===== src/rtl/ahb_sram_arbiter.sv =====
// ahb_sram_arbiter: shares one AHB-Lite SRAM target between two AHB-Lite
// masters. Each master's address phase is parked in a hold register and the
// master is stalled on its own HREADY until the replayed NONSEQ single
// transfer finishes on the target side.
// Optional macro AHB_ARB_RR_EN: round-robin arbitration (default build is
// fixed priority with M0 winning every tie).
module ahb_sram_arbiter #(
   parameter int AW = 32,
   parameter int DW = 32
) (
   input  logic          CLK,
   input  logic          RESET,
   input  logic          M0_HSEL,
   input  logic [AW-1:0] M0_HADDR,
   input  logic [1:0]    M0_HTRANS,
   input  logic          M0_HWRITE,
   input  logic [2:0]    M0_HSIZE,
   input  logic [2:0]    M0_HBURST,
   input  logic [DW-1:0] M0_HWDATA,
   output logic [DW-1:0] M0_HRDATA,
   output logic          M0_HREADY,
   output logic          M0_HRESP,
   input  logic          M1_HSEL,
   input  logic [AW-1:0] M1_HADDR,
   input  logic [1:0]    M1_HTRANS,
   input  logic          M1_HWRITE,
   input  logic [2:0]    M1_HSIZE,
   input  logic [2:0]    M1_HBURST,
   input  logic [DW-1:0] M1_HWDATA,
   output logic [DW-1:0] M1_HRDATA,
   output logic          M1_HREADY,
   output logic          M1_HRESP,
   output logic          S_HSEL,
   output logic [AW-1:0] S_HADDR,
   output logic [1:0]    S_HTRANS,
   output logic          S_HWRITE,
   output logic [2:0]    S_HSIZE,
   output logic [2:0]    S_HBURST,
   output logic [DW-1:0] S_HWDATA,
   input  logic [DW-1:0] S_HRDATA,
   input  logic          S_HREADYOUT,
   input  logic          S_HRESP
);

   localparam logic [1:0] ST_IDLE = 2'd0;
   localparam logic [1:0] ST_ADDR = 2'd1;
   localparam logic [1:0] ST_DATA = 2'd2;

   logic [1:0]          state_q, state_d;
   logic [1:0]          pend_q, pend_d;
   logic                g_q, g_d;
   logic [1:0][AW-1:0]  haddr_q, haddr_d;
   logic [1:0]          hwrite_q, hwrite_d;
   logic [1:0][2:0]     hsize_q, hsize_d;
   logic [1:0][2:0]     hburst_q, hburst_d;

   logic [1:0]          m_hsel, m_nonseq, m_hwrite, m_hready, cap, done;
   logic [1:0][AW-1:0]  m_haddr;
   logic [1:0][2:0]     m_hsize, m_hburst;
   logic                in_addr, in_data, grant, win;
   logic                unused_ok;

   assign m_hsel   = {M1_HSEL, M0_HSEL};
   assign m_nonseq = {M1_HTRANS[1], M0_HTRANS[1]};
   assign m_hwrite = {M1_HWRITE, M0_HWRITE};
   assign m_haddr  = {M1_HADDR, M0_HADDR};
   assign m_hsize  = {M1_HSIZE, M0_HSIZE};
   assign m_hburst = {M1_HBURST, M0_HBURST};
   // HTRANS[0] only separates BUSY/SEQ from IDLE/NONSEQ; both pairs fold together here
   assign unused_ok = ^{M0_HTRANS[0], M1_HTRANS[0]};

   assign in_addr = (state_q == ST_ADDR);
   assign in_data = (state_q == ST_DATA);

   // owner's data phase finishing this cycle releases its stall
   assign done[0]  = in_data & ~g_q & S_HREADYOUT;
   assign done[1]  = in_data &  g_q & S_HREADYOUT;
   assign m_hready = ~pend_q | done;
   assign cap      = m_hsel & m_nonseq & m_hready;

`ifdef AHB_ARB_RR_EN
   logic last_q, last_d;

   // tie goes to the master not granted most recently
   always_comb begin
      if (&pend_d) win = ~last_q;
      else         win = pend_d[1];
      last_d = grant ? win : last_q;
   end

   // last-grant pointer starts at M1 so M0 takes the first tie
   always_ff @(posedge CLK) begin
      if (RESET) last_q <= 1'b1;
      else       last_q <= last_d;
   end
`else
   // fixed priority: M1 only wins when M0 has nothing pending
   always_comb win = ~pend_d[0];
`endif

   // pending flags and hold registers; a new capture beats a same-cycle clear
   always_comb begin
      pend_d   = (pend_q & ~done) | cap;
      haddr_d  = haddr_q;
      hwrite_d = hwrite_q;
      hsize_d  = hsize_q;
      hburst_d = hburst_q;
      for (int i = 0; i < 2; i++) begin
         if (cap[i]) begin
            haddr_d[i]  = m_haddr[i];
            hwrite_d[i] = m_hwrite[i];
            hsize_d[i]  = m_hsize[i];
            hburst_d[i] = m_hburst[i];
         end
      end
   end

   // replay FSM; arbitrating on pend_d lets a fresh request start the next cycle
   always_comb begin
      state_d = state_q;
      g_d     = g_q;
      grant   = 1'b0;
      case (state_q)
         ST_IDLE: grant = |pend_d;
         ST_ADDR: state_d = ST_DATA;
         ST_DATA: begin
            if (S_HREADYOUT) begin
               grant   = |pend_d;
               state_d = ST_IDLE;
            end
         end
         default: state_d = ST_IDLE;
      endcase
      if (grant) begin
         state_d = ST_ADDR;
         g_d     = win;
      end
   end

   // state registers; reset abandons any in-flight transfer
   always_ff @(posedge CLK) begin
      if (RESET) begin
         state_q  <= ST_IDLE;
         pend_q   <= '0;
         g_q      <= 1'b0;
         haddr_q  <= '0;
         hwrite_q <= '0;
         hsize_q  <= '0;
         hburst_q <= '0;
      end else begin
         state_q  <= state_d;
         pend_q   <= pend_d;
         g_q      <= g_d;
         haddr_q  <= haddr_d;
         hwrite_q <= hwrite_d;
         hsize_q  <= hsize_d;
         hburst_q <= hburst_d;
      end
   end

   assign S_HSEL   = in_addr;
   assign S_HTRANS = in_addr ? 2'b10 : 2'b00;
   assign S_HADDR  = in_addr ? haddr_q[g_q]  : '0;
   assign S_HWRITE = in_addr & hwrite_q[g_q];
   assign S_HSIZE  = in_addr ? hsize_q[g_q]  : '0;
   assign S_HBURST = in_addr ? hburst_q[g_q] : '0;
   assign S_HWDATA = in_data ? (g_q ? M1_HWDATA : M0_HWDATA) : '0;

   assign M0_HREADY = m_hready[0];
   assign M1_HREADY = m_hready[1];
   assign M0_HRESP  = in_data & ~g_q & S_HRESP;
   assign M1_HRESP  = in_data &  g_q & S_HRESP;
   assign M0_HRDATA = (in_data & ~g_q) ? S_HRDATA : '0;
   assign M1_HRDATA = (in_data &  g_q) ? S_HRDATA : '0;

endmodule


===== config.mk =====
export PLATFORM = sky130hd
export DESIGN_NAME = ahb_sram_arbiter
export DESIGN_NICKNAME = d
export VERILOG_FILES = /design/src/rtl/ahb_sram_arbiter.sv
export SDC_FILE = /design/constraint.sdc
export NUM_CORES = 1
export LEC_CHECK = 0
export BUFFER_PORTS_ARGS = -buffer_cell sky130_fd_sc_hd__buf_2
export CAP_MARGIN = 20
export CORE_AREA = 3 3 142 130
export DETAILED_ROUTE_END_ITERATION = 6
export DIE_AREA = 0 0 145 133
export GPL_TIMING_DRIVEN = 0
export PLACE_DENSITY = 0.57
export SYNTH_ARGS = -nofsm -noshare
export SYNTH_HDL_FRONTEND = slang
export SYNTH_SLANG_ARGS = --single-unit

===== constraint.sdc =====
create_clock -name CLK -period 1.8 [get_ports CLK]
set_input_delay 0.36 -clock CLK [delete_from_list [all_inputs] [get_ports CLK]]
set_output_delay 0.36 -clock CLK [all_outputs]
set_load 0.05 [all_outputs]

== Yosys cells after proc, flatten, opt, wreduce, memory -nomap -nowiden ==
Index checks and enable logic that the tools add are counted.

* Flip-flop bits (word level): 83
* Latch bits: 0
* RAM bits: 0
* Bits in read-only memories: 0
* Input bits: 184
* Output and inout bits: 142
* Memories kept: 0

* Add/sub/neg operators: 0
* Multipliers: 0
* Div/mod/pow operators: 0
* $lt $le $gt $ge: 1
* Equal/unequal tests: 5
* Shift-type cells: 0
* Multiplexer cells: 21
* Bitwise operators: 17
* Reductions and logical operators: 5

{| class="wikitable"
|+ Operators with widths
! cell !! number
|-
| 32-bit two-way mux || 7
|-
| 3-bit two-way mux || 6
|-
| 1-bit bitwise AND || 7
|-
| 2-bit bitwise AND || 3
|-
| 2-bit case mux with 3 select lines || 1
|-
| 1-bit two-way mux || 4
|-
| 2-bit two-way mux || 2
|-
| 2-bit inequality test (second input constant) || 2
|-
| 2-bit inverter || 2
|-
| 2-bit bitwise OR || 2
|-
| 2-bit AND reduction || 2
|-
| 2-bit OR reduction || 2
|-
| 3-bit by 2-bit inequality test with 1-bit output (second input constant) || 1
|-
| 1-bit inverter || 3
|-
| 2-bit by 1-bit equality test with 1-bit output (second input constant) || 1
|-
| 2-bit equality test (second input constant) || 1
|-
| 2-bit zero test || 1
|-
| 1-bit by 2-bit < comparator with 1-bit output (second input constant) || 1
|-
| 1-bit case mux with 2 select lines || 1
|}

== Longest topological paths before layout ==
Gate-level depths: netlist of run 1.

* Word-level depth: 11
* Depth in mapped cells: 6
* Gate-level depth less buffers: 3

== Worst setup path before layout of run 1 ==
OpenSTA, ideal clock, no wires.

* Path kind: flip-flop to output port
* Start: register g_q
* End: output S_HADDR[25]
* Arrival time: 1645 ps
* Required time: 1440 ps
* Slack: -205 ps
* Stages on the path, launching flop included: 6
* Path buffers: 3
* Cell sequence: dfxtp_1 buf_2 buf_4 buf_2 mux2i_1 nor2_1

* Word-level cells in the longest chain between the ends: 3

{| class="wikitable"
|+ RTL lines
! what !! line !! source
|-
| from (decl) || 51 || <nowiki>logic g_q, g_d;</nowiki>
|-
| from (signal assigned) || 153 || <nowiki>g_q <= g_d;</nowiki>
|-
| 32-bit two-way mux (implied by the code) (2 in series) || 163 || <nowiki>assign S_HADDR = in_addr ? haddr_q[g_q] : '0;</nowiki>
|-
| 32-bit two-way mux || 163 ||
|-
| to (decl) || 34 || <nowiki>output logic [AW-1:0] S_HADDR,</nowiki>
|}

Every way passes these cells. The select of a mux whose other input is x is not followed.

== Final worst setup path of run 1 ==
* Start: register g_q
* End: output M1_HRDATA[19]

* Word-level cells in the longest chain between the ends: 2

{| class="wikitable"
|+ RTL lines
! what !! line !! source
|-
| 1-bit bitwise AND || 174 || <nowiki>assign M1_HRDATA = (in_data & g_q) ? S_HRDATA : '0;</nowiki>
|-
| 32-bit two-way mux || 174 ||
|-
| to (decl) || 30 || <nowiki>output logic [DW-1:0] M1_HRDATA,</nowiki>
|}

Every way passes these cells.

==> flow_metrics.tcl, run 1 <==
set metrics [dict create \
    cp_max_fo 6 \
    clkLatencyLatePin_ns 0.34 \
    start_kind "flip-flop" \
    wl_per_cell_um 21.32 \
    std_cell_rows 45 \
    synthTopCellsByCount "157 x nand2b_1, 117 x mux2i_1, 83 x dfxtp_1" \
    maxCapViolations 0 \
    rsz0062_at_grt "true" \
    synth_edf_count 0 \
    grt_pass1_vias 5582 \
    clockPowerShare_pct 32.6 \
    grt_max_degree 15 \
    die_x_um 145 \
    die_height_um 133 \
    setup_slack_ns -0.2689 \
    cp.arrival_ns 1.71 \
    setup_viol 134 \
    dieArea_um2 19290 \
    peakVddDrop_mv 0.3667 \
    yosysTopAreaCell "dfxtp_1" \
    drc_errors 0 \
    synth_top_cell_area_share_pct 32.60 \
    vias_per_cell 4.681 \
    sw_frac_of_total_pct 32.18 \
    p_comb_share_pct 33.7 \
    finalHoldViolCount 0 \
    crit_buf_inv 5 \
    post_layout_nonfiller_instances 1182 \
    yosysWarnings 0 \
    nets 1117 \
    synthTopCellsByArea "dfxtp_1 33%, mux2i_1 23%, nand2b_1 19%, and2_1 8.1%, a22o_1 5.7%" \
    cpMostUsedCell "buf_8" \
    cts_tree "yes" \
    slew_violations 0 \
    cts_root_buf "clkbuf_16" \
    synthArstFlopShare_pct 0 \
    drt_iter0_drc 262 \
    htreeDepth 3 \
    wl_met3_um 1597 \
    p_leak_nw 4.208 \
    cts_buffer_depth 2 \
    overflow 0 \
    syn_nets 756 \
    vias 5533 \
    fin_crit_sh_pct 114.9 \
    drt_wl_total_um 25200 \
    drive_above_1_share_pct 58.74 \
    clock-skew-final_ns 0.008025 \
    p_switching_mw 1.915 \
    grt_pass1_wl_um 34610 \
    slowest_delay_ns 0.41 \
    first_pass_iters 4 \
    cts_sinks 83 \
    io-pin-count 326 \
    groute.usage.overall_pct 23.69 \
    numCtsBuffers 9 \
    hold_path_class "primary input to flip-flop" \
    m1WireLength_um 9491 \
    pwr-share-seq_pct 33.8 \
    seq_area_um2 1673 \
    period_minus_slack_ns 2.069 \
    antenna_found_initial 16 \
    path_cells "inv_4 -> nor3b_4 -> buf_6 -> buf_8 -> clkbuf_8 -> and2_4 -> buf_8" \
    area_growth_pct 89.22 \
    violations "setup timing" \
    ant_nets 0 \
    placed_cells 1128 \
    io_buffers 321 \
    critPathTopFamily "buffers and inverters" \
    ys_seq_area_share_pct 32.60 \
    p_per_area_nw_per_um2 617.0 \
    final_util_pct 56.91 \
    gp_congestion 0.9068 \
    cpMaxStageDelayCell "dfxtp_4" \
    worstSetupPathType "flip-flop to primary output" \
    wl_met2_um 12870 \
    yosysMostFrequentCell "nand2b_1" \
    synth.distinct_cells 25 \
    place_hpwl_um 18410 \
    core_area_um2 16950 \
    ys.flop_type "dfxtp_1" \
    multiInputGateArea_um2 3720 \
    synthCells 572 \
    synth_seq_cells 83 \
    endpoint_kind "primary output" \
    clkTransAtPathRegs_ns 0.07 \
    status "finished, violations left" \
    fillers 1492 \
    avgSynthCellArea_um2 8.912 \
    critPathRequiredTime_ns 1.44 \
    max_freq_mhz 483.3 \
    synth_area_um2 5097 \
    highest_layer "met5" \
    power.internal_mw 4.037 \
    start_util_pct 30.08 \
]
tightest hold or removal path: cells and delay by family:
kind / cells / cell delay [ns]
AND/OR/NAND/NOR: 1 / 0.05
multiplexers: 1 / 0.06
buffers and inverters: 1 / 0.09
metal layers:
metal  global-route usage, %  vias to the layer above
met5                       0                        -
met4                   11.87                       12
met3                   7.192                       77
met2                   42.47                      248
met1                   25.36                     2577
li1                        -                     2619
power groups by stage:
stage / sequential, mW / clock [mW] / combinational [mW]
floorplan: 2.02 / 0 / 0.985
global placement: 2.03 / 0 / 1.46
detailed placement: 2.03 / 0 / 1.47
CTS: 2.00 / 1.98 / 1.79
global route: 2.02 / 2.05 / 2.09
finish: 2.01 / 1.94 / 2.00
placed cells by master, fill, tap and decap left out, drive strengths merged:
| cell | instances |
|---|---|
| a21oi | 5 |
| o31a | 1 |
| nand2b | 157 |
| a31oi | 1 |
| diode | 9 |
| a211oi | 1 |
| nand4bb | 1 |
| a21boi | 1 |
| buf | 376 |
| nand2 | 4 |
| dfxtp | 83 |
| clkinv | 2 |
| clkinvlp | 1 |
| conb | 1 |
| nor2b | 1 |
| clkbuf | 37 |
| inv | 3 |
| nor3b | 2 |
| or3 | 1 |
| nand4b | 1 |
| mux2i | 117 |
| nor2 | 41 |
| a22o | 33 |
| or3b | 1 |
| and2 | 66 |
| bufinv | 1 |
registers in the layout (all words and copies together), names as in the netlist:
| signal | cells |
|---|---|
| pend_q | 2 |
| hburst_q | 6 |
| state_q | 2 |
| haddr_q | 64 |
| g_q | 1 |
| hsize_q | 6 |
| hwrite_q | 2 |
cell families (layout without fill, tap and decap cells):
family,count (synthesis),after routing,share of synthesized area (%)
compound gates,42,42,6.898
buf+inv,54,420,5.351
mux,117,117,22.97
flops,83,83,32.60
simple gates,275,275,32.11
other cells,1,10,0.07357
final timing paths:
check	start	to	slack (ns)	cells after the start
max reg2reg	state_q[0]	hburst_q[1]	0.10	6
min	M0_HADDR[10]	haddr_q[10]	0.27	3
max	g_q	M1_HRDATA[19]	-0.27	7
min reg2reg	haddr_q[24]	haddr_q[24]	0.47	2
metrics by stage:
stage               cell area (µm²)  hold slack (ns)  worst slack, ns  power (mW)  setup TNS [ns]
floorplan                      5288           0.4480          -0.2047       3.005          -1.023
global placement               7188           0.4590          -0.7473       3.496          -61.93
detailed placement             7188           0.4603          -0.7050       3.501          -53.92
CTS                            9029           0.2608          -0.3020       5.774          -30.94
global route                   9643           0.2782          -0.3387       6.162          -34.09
finish                         9646           0.2748          -0.2689       5.951          -25.96
final cells by class:
type                            count  area share (%)
Buffer                             47           4.592
Clock buffer                       11           2.620
Timing Repair Buffer              355           32.82
Tap cell                          235           3.048
Antenna cell                        9          0.2335
Sequential cell                    83           17.34
Clock inverter                      5          0.6226
Multi-Input combinational cell    435           38.57
Inverter                            2          0.1557
timing repair:
action / 4_1_cts / 5_1_grt
pin swaps: 19 / 38
setup endpoints to repair: 141 / 150
hold buffers: 0 / 0
cloned: 9 / 5
resized for setup: 421 / 141
setup buffers: 11 / 9
hold endpoints to repair: 0 / 0
(Power assumes the default switching activity.)
==> run 2, diff against run 1 <==
--- a/config.mk
+++ b/config.mk
@@ -12,6 +12,7 @@
 export DIE_AREA = 0 0 145 133
 export GPL_TIMING_DRIVEN = 0
 export PLACE_DENSITY = 0.57
+export RECOVER_POWER = 25
 export SYNTH_ARGS = -nofsm -noshare
 export SYNTH_HDL_FRONTEND = slang
 export SYNTH_SLANG_ARGS = --single-unit
==> flow_metrics.tcl, run 2 (synthesis results as in run 1) <==
set metrics [dict create \
    antenna_found_initial 16 \
    largest_reg_flops 64 \
    cts_sinks 83 \
    regMostFlops "haddr_q" \
    status "finished, violations left" \
    cp_max_fo 6 \
    hold_slack_ns 0.2751 \
    post_layout_nonfiller_instances 1182 \
    clkTransAtPathRegs_ns 0.07 \
    maxCapViolations 0 \
    drt_wl_total_um 25250 \
    path_cells "inv_4 -> nor3b_4 -> buf_6 -> buf_8 -> clkbuf_8 -> and2_4 -> buf_8" \
    slew_violations 0 \
    start_kind "flip-flop" \
    min_from "M0_HADDR[10]" \
    hold_path_class "primary input to flip-flop" \
    clock-skew-final_ns 0.008019 \
    drt_iter0_drc 260 \
    start_util_pct 30.08 \
    dieArea_um2 19290 \
    top_regs "haddr_q x64, hburst_q x6, hsize_q x6" \
    first_pass_iters 4 \
    period_minus_slack_ns 2.067 \
    mostFrequentLayoutCells "189 x buf_2, 156 x nand2b_1, 106 x mux2i_1" \
    setup_viol 144 \
    post-place-ws_ns -0.7050 \
    worstSetupStartpoint "g_q" \
    core_area_um2 16950 \
    die_x_um 145 \
    htreeDepth 3 \
    cts_buffer_depth 2 \
    groute.usage.overall_pct 23.69 \
    p_per_area_nw_per_um2 617.6 \
    cts_root_buf "clkbuf_16" \
    reg2reg_from "state_q[0]" \
    cts_tree "yes" \
    clkLatencyLatePin_ns 0.34 \
    rsz0062_at_grt "true" \
    ant_nets 0 \
    nets 1117 \
    max_freq_mhz 483.8 \
    slowest_delay_ns 0.41 \
    r2r_slack_ns -0.08 \
    power.total_mw 5.945 \
    violations "setup timing" \
    cp.arrival_ns 1.71 \
    grt_pass1_wl_um 34610 \
    wl_per_cell_um 21.36 \
    cpMostUsedCell "buf_8" \
    drc_errors 0 \
    final_cell_area_um2 9625 \
    fin_crit_sh_pct 114.8 \
    crit_buf_inv 5 \
    area_growth_pct 88.83 \
    gp_congestion 0.9068 \
    endpoint_kind "primary output" \
    io_buffers 321 \
    finalHoldViolCount 0 \
    critPathRequiredTime_ns 1.44 \
    fillers 1493 \
    place_hpwl_um 18410 \
    drive_above_1_share_pct 58.64 \
    grt_pass1_vias 5582 \
    die_height_um 133 \
    grt_max_degree 15 \
    peakVddDrop_mv 0.3656 \
    vias_per_cell 4.695 \
    vias 5550 \
    mostFrequentLayoutCell "buf_2" \
    p_leak_nw 4.205 \
    overflow 0 \
    numCtsBuffers 9 \
    io-pin-count 326 \
    cpMaxStageDelayCell "dfxtp_4" \
    critPathTopFamily "buffers and inverters" \
    setup_slack_ns -0.2671 \
    placed_cell_area_um2 7188 \
    worstSetupPathType "flip-flop to primary output" \
    placed_cells 1128 \
    std_cell_rows 45 \
]
==> run 2: changes by cell type in the layout (fill, tap and decap cells not counted) <==
cell	delta
buf_6	-1
clkbuf_4	+1
nand4bb_1	+1
nand4bb_4	-1
==> run 2: final timing paths <==
path	endpoint	cells past startpoint
hold reg to reg	haddr_q[24]	2
hold / removal	haddr_q[10]	3
setup / recovery	M1_HRDATA[19]	7
setup reg to reg	hburst_q[1]	6
==> run 2: cell type report <==
type	count	area, µm²	area share (%)
Tap cell	235	294.0	3.055
Timing Repair Buffer	355	3166	32.89
Clock inverter	5	60.06	0.6239
Clock buffer	11	252.7	2.626
Sequential cell	83	1673	17.38
Multi-Input combinational cell	435	3704	38.48
Antenna cell	9	22.52	0.2340
Inverter	2	15.01	0.1560
Buffer	47	439.2	4.563
==> run 2: stage by stage <==
| stage | TNS (ns) | util (%) |
|---|---|---|
| finish | -26.65 | 56.80 |
| global route | -36.28 | 56.78 |
| CTS | -30.94 | 53.27 |
| detailed placement | -53.92 | 42.41 |
| global placement | -61.93 | 42.41 |
| floorplan | -1.023 | - |
==> run 2: timing repair <==
action,CTS,global route
hold buffers,0,0
buffers inserted,11,9
endpoints found under the setup margin,141,150
gates resized for setup,421,141
cloned,9,5
pin swaps,19,38
==> run 2: power breakdown <==
group | switching, mW | leakage, nW | total, mW | internal (mW)
clock | 0.782 | 0.152 | 1.94 | 1.16
sequential | 0.0732 | 0.680 | 2.01 | 1.94
combinational | 1.06 | 3.37 | 2.00 | 0.938
total | 1.91 | 4.21 | 5.94 | 4.03
==> run 2: worst min-delay path, cell delays in order <==
cell and delay [ns]:
buf_2 0.09, nand2b_1 0.05, mux2i_1 0.06
==> run 2: per-layer routing <==
metal  share of wire [%]  wire length (µm)  global-route usage (%)
met2                  51             12860                   42.47
met3                 6.2              1561                   7.192
met1                  38              9600                   25.36
met4                 4.5              1134                   11.87
met5                0.33                84                       0
==> run 3, diff against run 2 <==
--- a/config.mk
+++ b/config.mk
@@ -6,7 +6,7 @@
 export NUM_CORES = 1
 export LEC_CHECK = 0
 export BUFFER_PORTS_ARGS = -buffer_cell sky130_fd_sc_hd__buf_2
-export CAP_MARGIN = 20
+export CAP_MARGIN = 30
 export CORE_AREA = 3 3 142 130
 export DETAILED_ROUTE_END_ITERATION = 6
 export DIE_AREA = 0 0 145 133
==> constraint.sdc (replaced) <==
create_clock -name CLK -period 2.15 [get_ports CLK]
set_input_delay 0.43 -clock CLK [delete_from_list [all_inputs] [get_ports CLK]]
set_output_delay 0.43 -clock CLK [all_outputs]
set_load 0.05 [all_outputs]
==> flow_metrics.tcl, run 3 (synthesis results as in run 1) <==
set metrics [dict create \
    cp_max_fo 6 \
    r2r_slack_ns 0.43 \
    rsz0062_at_grt "true" \
    core_area_um2 16950 \
    hold_path_end "haddr_q[20]" \
    slew_violations 0 \
    max_freq_mhz 454.8 \
    area_growth_pct 63.84 \
    tns_ns -0.1339 \
    vias_per_cell 4.630 \
    first_pass_iters 4 \
    endpoint_kind "primary output" \
    top_regs "haddr_q x64, hburst_q x6, hsize_q x6" \
    wl_per_cell_um 20.65 \
    status "finished, violations left" \
    setup_viol 9 \
    mostFrequentLayoutCells "214 x buf_2, 156 x nand2b_1, 117 x mux2i_1" \
    final_util_pct 49.28 \
    p_leak_nw 3.770 \
    violations "setup timing" \
    peakVddDrop_mv 0.4297 \
    die_height_um 133 \
    grt_pass1_wl_um 33970 \
    std_cell_rows 45 \
    antenna_found_initial 5 \
    nets 1101 \
    gp_congestion 0.9540 \
    overflow 0 \
    clkLatencyLatePin_ns 0.34 \
    cts_sinks 83 \
    clkTransAtPathRegs_ns 0.06 \
    reg2reg_from "g_q" \
    setup_slack_ns -0.04853 \
    drc_errors 0 \
    vias 5371 \
    grt_pass1_vias 5362 \
    grt_max_degree 14 \
    placed_cell_area_um2 6998 \
    cts_buffer_depth 2 \
    die_x_um 145 \
    cp.arrival_ns 1.77 \
    htreeDepth 3 \
    drive_above_1_share_pct 45.49 \
    io_buffers 321 \
    dieArea_um2 19290 \
    p_per_area_nw_per_um2 549.2 \
    min_from "M0_HADDR[20]" \
    numCtsBuffers 9 \
    cts_root_buf "clkbuf_16" \
    cts_tree "yes" \
    finalHoldViolCount 0 \
    ant_nets 0 \
    r2r.worst_path.cells 6 \
    io-pin-count 326 \
    placed_cells 1128 \
    final_cell_area_um2 8352 \
    period_minus_slack_ns 2.199 \
    mostFrequentLayoutCell "buf_2" \
    reg2reg_to "haddr_q[29]" \
    fin_crit_sh_pct 102.3 \
    post-place-ws_ns -0.4009 \
    largest_reg_flops 64 \
    drt_iter0_drc 225 \
    regMostFlops "haddr_q" \
    place_hpwl_um 19130 \
    maxCapViolations 0 \
    post_layout_nonfiller_instances 1160 \
    hold_path_class "primary input to flip-flop" \
    start_util_pct 30.08 \
    clock-skew-final_ns 0.004211 \
    drt_wl_total_um 23960 \
    critPathRequiredTime_ns 1.72 \
    hold_buffers 0 \
    groute.usage.overall_pct 23.32 \
    worstSetupPathType "flip-flop to primary output" \
    whs_path_depth 3 \
    start_kind "flip-flop" \
]
run 3: cell types whose count changed in the layout (fill, tap and decap cells not counted), sizes merged:
cell	previous run	this run
clkinvlp	1	0
diode	9	4
clkinv	2	4
clkbuf	38	46
inv	3	2
buf	375	350
run 3: worst max-delay path by stage:
stage                     slack [ns]  cells after the start  startpoint      endpoint
final                          -0.05                      7         g_q  S_HWDATA[20]
after global routing           -0.09                      7         g_q  S_HWDATA[20]
after CTS                      -0.06                      8         g_q  M1_HRDATA[6]
after detailed placement       -0.40                      7         g_q  M1_HRDATA[6]
after global placement         -0.45                      7         g_q  M1_HRDATA[6]
after floorplan                 0.08                      5         g_q   S_HADDR[25]
run 3: cell type report:
class                           count  area, µm²
Clock inverter                      5      53.80
Sequential cell                    83       1673
Clock buffer                       10      239.0
Antenna cell                        4      10.01
Buffer                             49      394.1
Multi-Input combinational cell    435       3251
Fill cell                        1661       8596
Inverter                            2      10.01
Timing Repair Buffer              337       2427
Tap cell                          235      294.0
run 3: layer usage:
layer,global-route usage (%),part of all wire (%),vias to the layer above
met4,7.282,3.0,4
met1,27.45,41,2525
met3,6.678,6.0,46
li1,-,-,2580
met5,0,0.11,-
met2,41.19,50,216
run 3: timing repair:
action,in CTS,in global routing
hold endpoints to repair,0,0
cloned,4,3
pin swaps,20,11
endpoints found under the setup margin,139,135
buffers inserted,7,3
gates resized for setup,248,59
run 3: worst max-delay path: stages, from the launching register on:
cell and delay (ns):
dfxtp_4 0.39, inv_4 0.04, nor3b_4 0.21, buf_6 0.18, buf_6 0.12, buf_6 0.11, a22o_1 0.19, buf_6 0.18
run 3: per-stage QoR:
step / hold WS [ns] / power [mW]
after global placement: 0.4597 / 2.911
after detailed placement: 0.4627 / 2.910
after global routing: 0.3412 / 4.766
after floorplan: 0.4480 / 2.478
final: 0.3424 / 4.587
after CTS: 0.3316 / 4.580
run 3: power breakdown:
group	total [mW]	switching, mW	internal [mW]
Combinational	1.37	0.794	0.576
Sequential	1.68	0.0545	1.62
Clock	1.54	0.619	0.920
